$ cat src/rtl/serial_negate_pkg.sv
// Shared encodings for the serial negate controller and its bit-serial core.
//   ctrl_state_t : word-level controller states (2'b11 is unused and decodes to IDLE)
//   core_state_t : bit-serial complementer states
package serial_negate_pkg;

    typedef enum logic [1:0] {
        IDLE  = 2'b00,
        SHIFT = 2'b01,
        DONE  = 2'b10
    } ctrl_state_t;

    typedef enum logic {
        COPY   = 1'b0,
        INVERT = 1'b1
    } core_state_t;

endpackage

$ cat src/rtl/serial_negate_ctrl_if.sv
// Parallel request/result bundle between a requester and serial_negate_ctrl.
//   start, din             : request side (driven by master)
//   busy, done, dout, ovf  : result side (driven by slave)
interface serial_negate_ctrl_if #(
    parameter int unsigned WIDTH = 8
) ();
    logic             start;
    logic [WIDTH-1:0] din;
    logic             busy;
    logic             done;
    logic [WIDTH-1:0] dout;
    logic             ovf;

    modport master (
        output start, din,
        input  busy, done, dout, ovf
    );

    modport slave (
        input  start, din,
        output busy, done, dout, ovf
    );
endinterface

$ cat src/rtl/twos_comp_bit_fsm.sv
// Bit-serial two's complementer, LSB first: copies bits up to and including the
// first 1, then inverts every later bit.
//   t_clk : clock            r     : async active-high reset (to COPY)
//   clr   : sync clear to COPY, wins over en
//   en    : consume b_in this cycle
//   b_in  : serial input bit b_out : complemented bit (combinational, Mealy)
module twos_comp_bit_fsm
    import serial_negate_pkg::*;
(
    input  logic t_clk,
    input  logic r,
    input  logic clr,
    input  logic en,
    input  logic b_in,
    output logic b_out
);

    core_state_t state;

    // INVERT is sticky until the next clear
    always_ff @(posedge t_clk or posedge r) begin
        if (r) begin
            state <= COPY;
        end else if (clr) begin
            state <= COPY;
        end else if (en && b_in) begin
            state <= INVERT;
        end
    end

    assign b_out = (state == INVERT) ? ~b_in : b_in;

endmodule

$ cat src/rtl/serial_negate_ctrl.sv
// Word-level controller: negates a parallel operand by streaming it LSB first
// through twos_comp_bit_fsm and reassembling the result.
//   t_clk : clock                r   : async active-high reset
//   bus   : slave side of serial_negate_ctrl_if
//           start/din in; busy (SHIFT), done (1-cycle pulse), dout, ovf out
module serial_negate_ctrl
    import serial_negate_pkg::*;
#(
    parameter int unsigned WIDTH = 8
) (
    input  logic                t_clk,
    input  logic                r,
    serial_negate_ctrl_if.slave bus
);

    localparam int unsigned   CW   = $clog2(WIDTH);
    localparam logic [CW-1:0] LAST = CW'(WIDTH - 1);

    ctrl_state_t      state;
    logic [WIDTH-1:0] sreg;
    logic [WIDTH-1:0] res;
    logic [WIDTH-1:0] res_next;
    logic [CW-1:0]    cnt;
    logic [WIDTH-1:0] dout;
    logic             ovf;
    logic             shifting;
    logic             accept;
    logic             b;
    logic             y;

    assign shifting = (state == SHIFT);
    // IDLE, DONE and the unused encoding all accept a new word
    assign accept   = !shifting && bus.start;
    assign b        = sreg[0];
    assign res_next = {y, res[WIDTH-1:1]};

    twos_comp_bit_fsm u_core (
        .t_clk (t_clk),
        .r     (r),
        .clr   (accept),
        .en    (shifting),
        .b_in  (b),
        .b_out (y)
    );

    // Controller FSM, counter, shift registers and result capture
    always_ff @(posedge t_clk or posedge r) begin
        if (r) begin
            state <= IDLE;
            sreg  <= '0;
            res   <= '0;
            cnt   <= '0;
            dout  <= '0;
            ovf   <= 1'b0;
        end else begin
            case (state)
                SHIFT: begin
                    res  <= res_next;
                    sreg <= sreg >> 1;
                    cnt  <= cnt + CW'(1);
                    if (cnt == LAST) begin
                        dout  <= res_next;
                        // b=1 with y=1 only happens while still in COPY: the
                        // first 1 is the MSB, i.e. the most negative operand
                        ovf   <= b & y;
                        state <= DONE;
                    end
                end
                default: begin
                    if (bus.start) begin
                        sreg  <= bus.din;
                        cnt   <= '0;
                        state <= SHIFT;
                    end else begin
                        state <= IDLE;
                    end
                end
            endcase
        end
    end

    assign bus.busy = shifting;
    assign bus.done = (state == DONE);
    assign bus.dout = dout;
    assign bus.ovf  = ovf;

endmodule

$ cat src/flat_wrapper.sv
// flat-port wrapper written by rule: the top's interface ports become plain ports
module serial_negate_ctrl_flat import serial_negate_pkg::*;
#(
    parameter int unsigned WIDTH = 8
)
  (t_clk, r, bus_start, bus_din, bus_busy, bus_done, bus_dout, bus_ovf);
  serial_negate_ctrl_if #(.WIDTH(WIDTH)) bus_i ();
  input  logic t_clk;
  input  logic r;
  input wire logic [$bits(bus_i.start)-1:0] bus_start;
  input wire logic [$bits(bus_i.din)-1:0] bus_din;
  output wire logic [$bits(bus_i.busy)-1:0] bus_busy;
  output wire logic [$bits(bus_i.done)-1:0] bus_done;
  output wire logic [$bits(bus_i.dout)-1:0] bus_dout;
  output wire logic [$bits(bus_i.ovf)-1:0] bus_ovf;
  assign bus_i.start = bus_start;
  assign bus_i.din = bus_din;
  assign bus_busy = bus_i.busy;
  assign bus_done = bus_i.done;
  assign bus_dout = bus_i.dout;
  assign bus_ovf = bus_i.ovf;
  serial_negate_ctrl #(.WIDTH(WIDTH)) u_core (.t_clk(t_clk), .r(r), .bus(bus_i));
endmodule
$ cat config.mk
export PLATFORM = sky130hd
export DESIGN_NAME = serial_negate_ctrl_flat
export DESIGN_NICKNAME = d
export VERILOG_FILES = /design/src/rtl/serial_negate_pkg.sv /design/src/rtl/serial_negate_ctrl_if.sv /design/src/rtl/twos_comp_bit_fsm.sv /design/src/rtl/serial_negate_ctrl.sv /design/src/flat_wrapper.sv
export SDC_FILE = /design/constraint.sdc
export NUM_CORES = 1
export LEC_CHECK = 0
export ABC_AREA = 1
export BUFFER_PORTS_ARGS = -buffer_cell sky130_fd_sc_hd__buf_2
export CORE_MARGIN = 5
export CORE_UTILIZATION = 41
export CTS_CLUSTER_DIAMETER = 100
export DETAILED_ROUTE_END_ITERATION = 16
export SLEW_MARGIN = 20
export SYNTH_ARGS = -nofsm -noshare
export SYNTH_HDL_FRONTEND = slang
export SYNTH_HIERARCHICAL = 1
export SYNTH_SLANG_ARGS = --single-unit
$ cat constraint.sdc
create_clock -name t_clk -period 3.9 [get_ports t_clk]
set_input_delay 0.195 -clock t_clk [delete_from_list [all_inputs] [get_ports t_clk]]
set_output_delay 0.195 -clock t_clk [all_outputs]
set_load 0.005 [all_outputs]
==> results.md, run 1 <==
Run status:
- The run finished with clean final reports.

Timing:
- The worst slew margin relative to its limit is between 40% and 50%.
- For the final routed database, the setup TNS stands at 0 ps.
- The final critical path takes up about 48% of the cycle.
- The clock period could shrink to between 1500 and 2000 ps.
- At the pin with the least slew margin, the transition time is about 850 ps.
- The number of hold-slack violations in the final timing report was 0.
- Hold timing on the final database bottoms out at a slack of 100.6 ps.
- The total count of max-transition violations in the final report is 0.
- Derived from the worst setup path, the maximum achievable clock frequency is between 500 and 600 MHz.
- Setup violations remaining at the end of the flow were counted as 0.
- Between clock sinks in the finished design, the worst skew comes to about 4.5 ps.
- Setup repair after global routing left no endpoint under its margin.

Clock network:
- The insertion delay of the later-clocked pin in the worst-skew pair is ~320 ps.
- The maximum count of clock buffers along a single path is 2.
- The tree is rooted in a clkbuf_4.
- The setup fix buffers added after clock tree synthesis is 0.
- TritonCTS created 5 clock buffers.
- Clock-pin slew was measured on the worst setup and hold paths at about 90 ps.
- The maximum level of the CTS H-tree is 2.
- After clock tree synthesis, the repair step resized 0 gates.
- The clock tree from TritonCTS is yes.
- For this design, the sink count on the clock tree is 30.

Setup path:
- For this run, the slowest stage of the critical path takes 640 ps.
- For this design, the slowest cell found on the critical path is nor2_2.
- The signal arrival time at the worst endpoint is roughly 1700 ps.
- The critical path data required time is between 3000 and 4000 ps.
- The maximum fanout count along the critical path is 22.
- The critical path goes through inv_2, nor2_2, buf_2.
- The number of cells on the worst reg-to-reg path is 5.
- The worst setup path is launched from a flip-flop.
- The sort of element at the end of the critical path is a primary output.
- The path type of the worst setup path is reg -> out.

Finish:
- The utilization of the core after routing is 48.00%.
- In the final layout, the share of cells above drive strength 1 is a little over a fifth.
- The number of nets in the layout is about 180.
- The filler cells instantiated in the layout total 313.
- The area overhead of the layout relative to synthesis is 13.61%.
- The most common cell after layout, fill and taps aside is nand2_1.
- The number of antenna diodes is 0.
- The library cells used most frequently in the layout, excluding fill and tap cells, are nand2_1, dfrtp_1, nand3_1.

Routing:
- The first routing iteration left 16 violations.
- In the routed design, unresolved DRC markers number 0.
- The overall via count from detail_route is about 980.
- The total iterations of the first detailed-routing run is 4.
- The remaining antenna violation count is 0.
- In the final routed layout, each cell accounts on average for approximately 11 um.
- The total detailed-routing wirelength is around 2300 um.
- In the routed layout, each cell is associated on average with a via count of just under 5.

Floorplan:
- The number of I/O pins is 22.
- The effective utilization at floorplan is between 40% and 50%.
- The standard-cell row count is 20.
- From bottom edge to top edge, the die measures about 66 um.
- The die boundary width is approximately 66 um.
- The floorplan step defined a core boundary enclosing roughly 3000 sq um.
- The die covers approximately 4300 sq um.

Pwr:
- The sequential power share is 49.5%.
- The power share of the combinational group is 33.6%.
- The static leakage is ~0.8 nW.
- The net switching power figure is 386.9 uW.
- The clock power share is ~17%.
- The worst-case vdd ir drop is between 200 and 300 uV.
- The internal power of the cells totals between 600 and 700 uW.
- Of the total power, the share spent switching nets is between 30 and 40%.
- The total power is about 1.0 mW.
- The power per unit of standard cell area is about 730 nW/um^2.

Synth:
- The cell area that synthesis handed to floorplanning was approximately 1300 sq um.
- The average instance in the mapped netlist occupies between 8 and 9 sq um.
- Yosys printed 6 warnings.
- The total nets after synthesis is between 150 and 200.
- Synthesis produced a netlist whose cell count is 146.
- The number of distinct standard cells referenced by the synthesized netlist is 15.
- The proportion of synthesized chip area in sequential cells is approximately three fifths.
- The synthesized design contains 30 register bits.

Worst hold path:
- The class of the tightest hold or removal check is in -> reg.
- Counting instances, the worst hold path has a depth of 3.

Global route:
- The number of global-route vias before repair was around 930.
- The number of antenna violations at the first check in global routing is 0.
- The first global-routing pass estimated 4195 um of wire.
- Global routing used approximately 13% of the available tracks across all layers.
- Global routing finished with a remaining overflow of 0.
- The maximum number of pins on one net before global-route repair is 30.

Place:
- The count of buffers added on input and output ports is 21.
- Routability-driven placement finished with a final weighted congestion of a little over 0.7.
- The post-detailed-placement half-perimeter wirelength is between 1500 and 2000 um.

Run:
- Max-cap violations in this run came to 0.
[metrics by stage]
stage / std cells / worst slack [ps] / area, sq um
2_1_floorplan: 146 / 2666 / 1269
3_3_place_gp: 194 / 2293 / 1380
3_5_place_dp: 194 / 2265 / 1380
4_1_cts: 201 / 1995 / 1441
5_1_grt: 201 / 1883 / 1441
6_report: 201 / 2046 / 1441
[path summary, 6_finish.rpt]
check                                   start                   to  slack [ps]
max                           u_core/state[0]             bus_busy        2050
min                                bus_din[7]       u_core/sreg[7]         100
max reg2reg                   u_core/state[0]        u_core/cnt[0]        2290
min reg2reg                u_core/bus.dout[5]   u_core/bus.dout[5]         470
max in group asynchronous                   r       u_core/sreg[4]        3010
min in group asynchronous                   r  u_core/u_core/state         270
[area by class of cell]
cell class | count | area, sq um | share of cell area (%)
inverter | 10 | 37.54 | 2.604
timing repair buffer | 22 | 115.1 | 7.986
multi-input combinational | 100 | 445.4 | 30.90
clock buffer | 6 | 51.30 | 3.559
sequential | 30 | 750.7 | 52.08
tap | 33 | 41.29 | 2.865
[kinds of logic after synthesis]
logic type / after synthesis / synth area share (%)
and+or+nand+nor: 94 / 30.97
DFF: 30 / 59.17
buffers and inverters: 16 / 5.720
AOI/OAI and AO/OA: 3 / 1.479
adders and majority gates: 2 / 1.972
xor gates and xnor gates: 1 / 0.6905
[metal layers]
layer,up-vias,global-route usage [%],share of wire [%]
met5,-,0,0
met4,0,8.549,1.8
met3,5,4.274,6.7
met2,30,19.02,44
met1,451,16.10,48
li1,498,-,-
[worst max-delay path: cells and delay by family, from the launching register on]
family	cells	cell delay, ps
buffers and inverters	2	290
AND/OR/NAND/NOR	1	640
flip-flops	1	410
[sequential cells by signal, summed over array words and instances (netlist names)]
signal,flops
u_core/bus.dout,8
u_core/bus.ovf,1
u_core/cnt,3
u_core/res,7
u_core/sreg,8
u_core/state,2
u_core/u_core/state,1
[power by group through the flow]
stage | combinational, mW | clock [mW] | sequential [mW]
after floorplan | 0.273 | 0 | 0.515
after global placement | 0.352 | 0 | 0.522
after detailed placement | 0.357 | 0 | 0.527
after CTS | 0.361 | 0.186 | 0.521
after global routing | 0.414 | 0.201 | 0.537
final | 0.352 | 0.177 | 0.518
[synthesized netlist by cell type, drive strengths merged]
library cell / instances / area (sq um)
nand2: 66 / 257.8
dfrtp: 30 / 750.7
nand3: 22 / 110.1
inv: 10 / 37.54
buf: 6 / 35.03
nor2: 6 / 25.03
ha: 2 / 25.02
o21ai: 2 / 10.01
a21oi: 1 / 8.760
xor2: 1 / 8.760
[repair_timing]
item                                   CTS  global route
hold buffers                             1             0
setup endpoints to repair                0             0
endpoints found under the hold margin    1             0
Power figures use the tool's default switching activity.
==> run 2: changes to the inputs <==
clock period = 1.5 ns   (was 3.9 ns; I/O delays follow)
==> run 2 against run 1 <==
Via count up 2.8%. Critical path type unchanged. Highest routed layer unchanged. Clock skew is 1.1 ps lower. Count of clock-buffer cells in the layout rose by 1.
==> results.md, run 2 (synthesized netlist as in run 1, its figures left out) <==
Pwr:
- The static leakage is between 0.8 and 0.9 nW.
- Dividing total power by cell area gives a power density of between 1500 and 2000 nW/um^2.
- The worst-case IR drop observed on VDD is ~800 uV.

Routing:
- For this run, design rule violations remaining after detail routing come to 0.
- The average detailed-routed wire length per instance is ~11 um.
- The routed layout has roughly 1000 vias.
- The via count normalized by instance count is between 4 and 5.
- The total iterations of the first detailed-routing run is 4.
- The final layout contains routed wiring with a total length of roughly 2400 um.
- The number of violations reported at the end of detailed-routing iteration 0 is between 60 and 70.
- The remaining antenna violation count is 0.

Setup path:
- The first element of the critical path is u_core/state[0].
- The depth of the worst register-to-register path is 7.
- The sort of element at the end of the critical path is a primary output.
- The path type of the worst setup path is reg -> out.
- The signal arrival time at the worst endpoint is between 1000 and 1500 ps.
- The maximum fanout count along the critical path is 8.
- Across all register-to-register paths, the minimum setup slack is 190 ps.
- The terminus of the critical flop-to-flop path is u_core/bus.dout[3].
- The startpoint identified for the worst register-to-register timing path is u_core/cnt[0].
- For the worst setup path, the data required time is between 1000 and 1500 ps.
- STA classifies the critical path startpoint as a flip-flop.

Place:
- Once detailed placement completed, the half-perimeter wirelength came to between 1500 and 2000 um.
- The count of input and output buffers is 21.
- The final weighted congestion of routability-driven global placement is 0.7204.

Finish:
- The number of antenna diodes is 0.
- The area of the multi-input gates is about 450 sq um.
- The number of fillers in the final layout is around 310.
- In the layout the commonest cells are nand2_1, dfrtp_1, nand3_1.
- In the final layout, the share of cells above drive strength 1 is 21.55%.
- Cells fill a little over 50% of the core in the end.
- The most common cell after layout, fill and taps aside is nand2_1.
- The register cell area after layout is 750.7 sq um.
- The largest registers in the layout are u_core/bus.dout (8), u_core/sreg (8), u_core/res (7).
- The area overhead of the layout relative to synthesis is 21.40%.
- The number of nets in the layout is 194.

Global route:
- The first global-routing pass estimated 4367 um of wire.
- The number of global-route vias before repair is 1003.
- The total overflow left after global routing is 0.
- The number of antenna violations at the first check in global routing is 0.
- Across every metal layer, demand over resource in global routing totals a little over an eighth.
- The maximum number of pins on one net before global-route repair is 23.

Clock network:
- The setup fix buffers added after clock tree synthesis is 0.
- The maximum level of the CTS H-tree is 2.
- The clock tree from TritonCTS is yes.
- The clock root buffer master is clkbuf_4.
- The clock-pin slew of the registers on the worst-case setup and hold paths is ~80 ps.
- The number of CTS-inserted buffers is 5.
- The insertion delay of the later-clocked pin in the worst-skew pair is approximately 310 ps.
- The maximum count of clock buffers along a single path is 2.
- CTS saw 30 sinks.
- Once the clock tree was built, the resizer swapped 0 gates to a different size.

Floorplan:
- The die height is roughly 66 um.
- The total die area is between 4000 and 5000 sq um.
- The die boundary width is 65.63 um.
- The number of I/O pins is 22.
- Once the floorplan was initialized, standard cells occupied a little over two fifths of the core.
- The floorplan core area is ~3000 sq um.
- Row generation in the floorplan step produced 20 rows.

Timing:
- Clock skew on the completed layout was measured at 3.423 ps.
- The total negative setup slack is 0 ps.
- In the finished design, the share of the clock period the worst path needs comes to 88.34%.
- For the finished layout, the period the worst path requires is approximately 1300 ps.
- Static timing analysis puts the maximum clock frequency at 754.6 MHz.
- Setup violations remaining at the end of the flow were counted as 0.
- For the pin with the worst max-slew slack, the measured transition is approximately 440 ps.
- The total count of max-transition violations in the final report is 0.
- Setup repair after global routing left no endpoint under its margin.
- The post-route worst hold slack is between 15 and 20 ps.
- The worst slew margin relative to its limit is between 70% and 80%.
- The number of hold-slack violations in the final timing report is 0.

Worst hold path:
- The worst hold path belongs to the class in -> reg.
- The launch point of the worst hold path is bus_din[3].
- The worst hold endpoint is u_core/sreg[3].
- The worst hold path was traced through 3 stages.

Run:
- The tool flagged a number of max-cap violations equal to 0.

Run status:
- The run finished with clean final reports.
==> run 2: layout make-up <==
type                            count  area share, %
Sequential cell                    30          48.74
Multi-Input combinational cell    100          28.92
Timing Repair Buffer               34          14.30
Clock buffer                        7          2.924
Tap cell                           33          2.681
Inverter                           10          2.437
==> run 2: repair_timing <==
action                     4_1_cts  5_1_grt
hold buffers                     7        0
hold endpoints to repair        16        0
setup endpoints to repair        0        0
==> run 2: how the worst max path moves through the flow <==
stage	to	slack, ps
after floorplan	u_core/bus.dout[1]	270
after global placement	u_core/bus.dout[4]	230
after detailed placement	u_core/bus.dout[3]	200
after CTS	bus_busy	140
after global routing	bus_busy	60
final	bus_busy	170
==> run 2: metal layers <==
layer / vias to the layer above / part of all wire (%) / GRT usage, % / wire, um
li1: 521 / - / - / -
met1: 463 / 47 / 15.29 / 1128
met2: 26 / 47 / 22.28 / 1126
met3: 2 / 6.0 / 4.274 / 146
met4: 0 / 0.74 / 7.772 / 18
met5: - / 0 / 0 / 0
==> run 2: critical path: stages (launching register included) <==
cell     delay (ps)
dfrtp_1         400
inv_2            50
nor2_2          300
buf_2           190
==> run 2: through the flow <==
| stage | instance area [sq um] | power, mW | instances | worst slack, ps |
|---|---|---|---|---|
| after floorplan | 1269 | 2.048 | 146 | 265.9 |
| after global placement | 1425 | 2.327 | 200 | 234.3 |
| after detailed placement | 1425 | 2.371 | 200 | 196.0 |
| after CTS | 1540 | 2.821 | 214 | 144.3 |
| after global routing | 1540 | 3.060 | 214 | 60.98 |
| final | 1540 | 2.771 | 214 | 174.9 |
==> run 2: power by group <==
group | internal, mW | switching, mW
clock | 0.176 | 0.243
combinational | 0.424 | 0.580
sequential | 1.15 | 0.201
total | 1.75 | 1.02
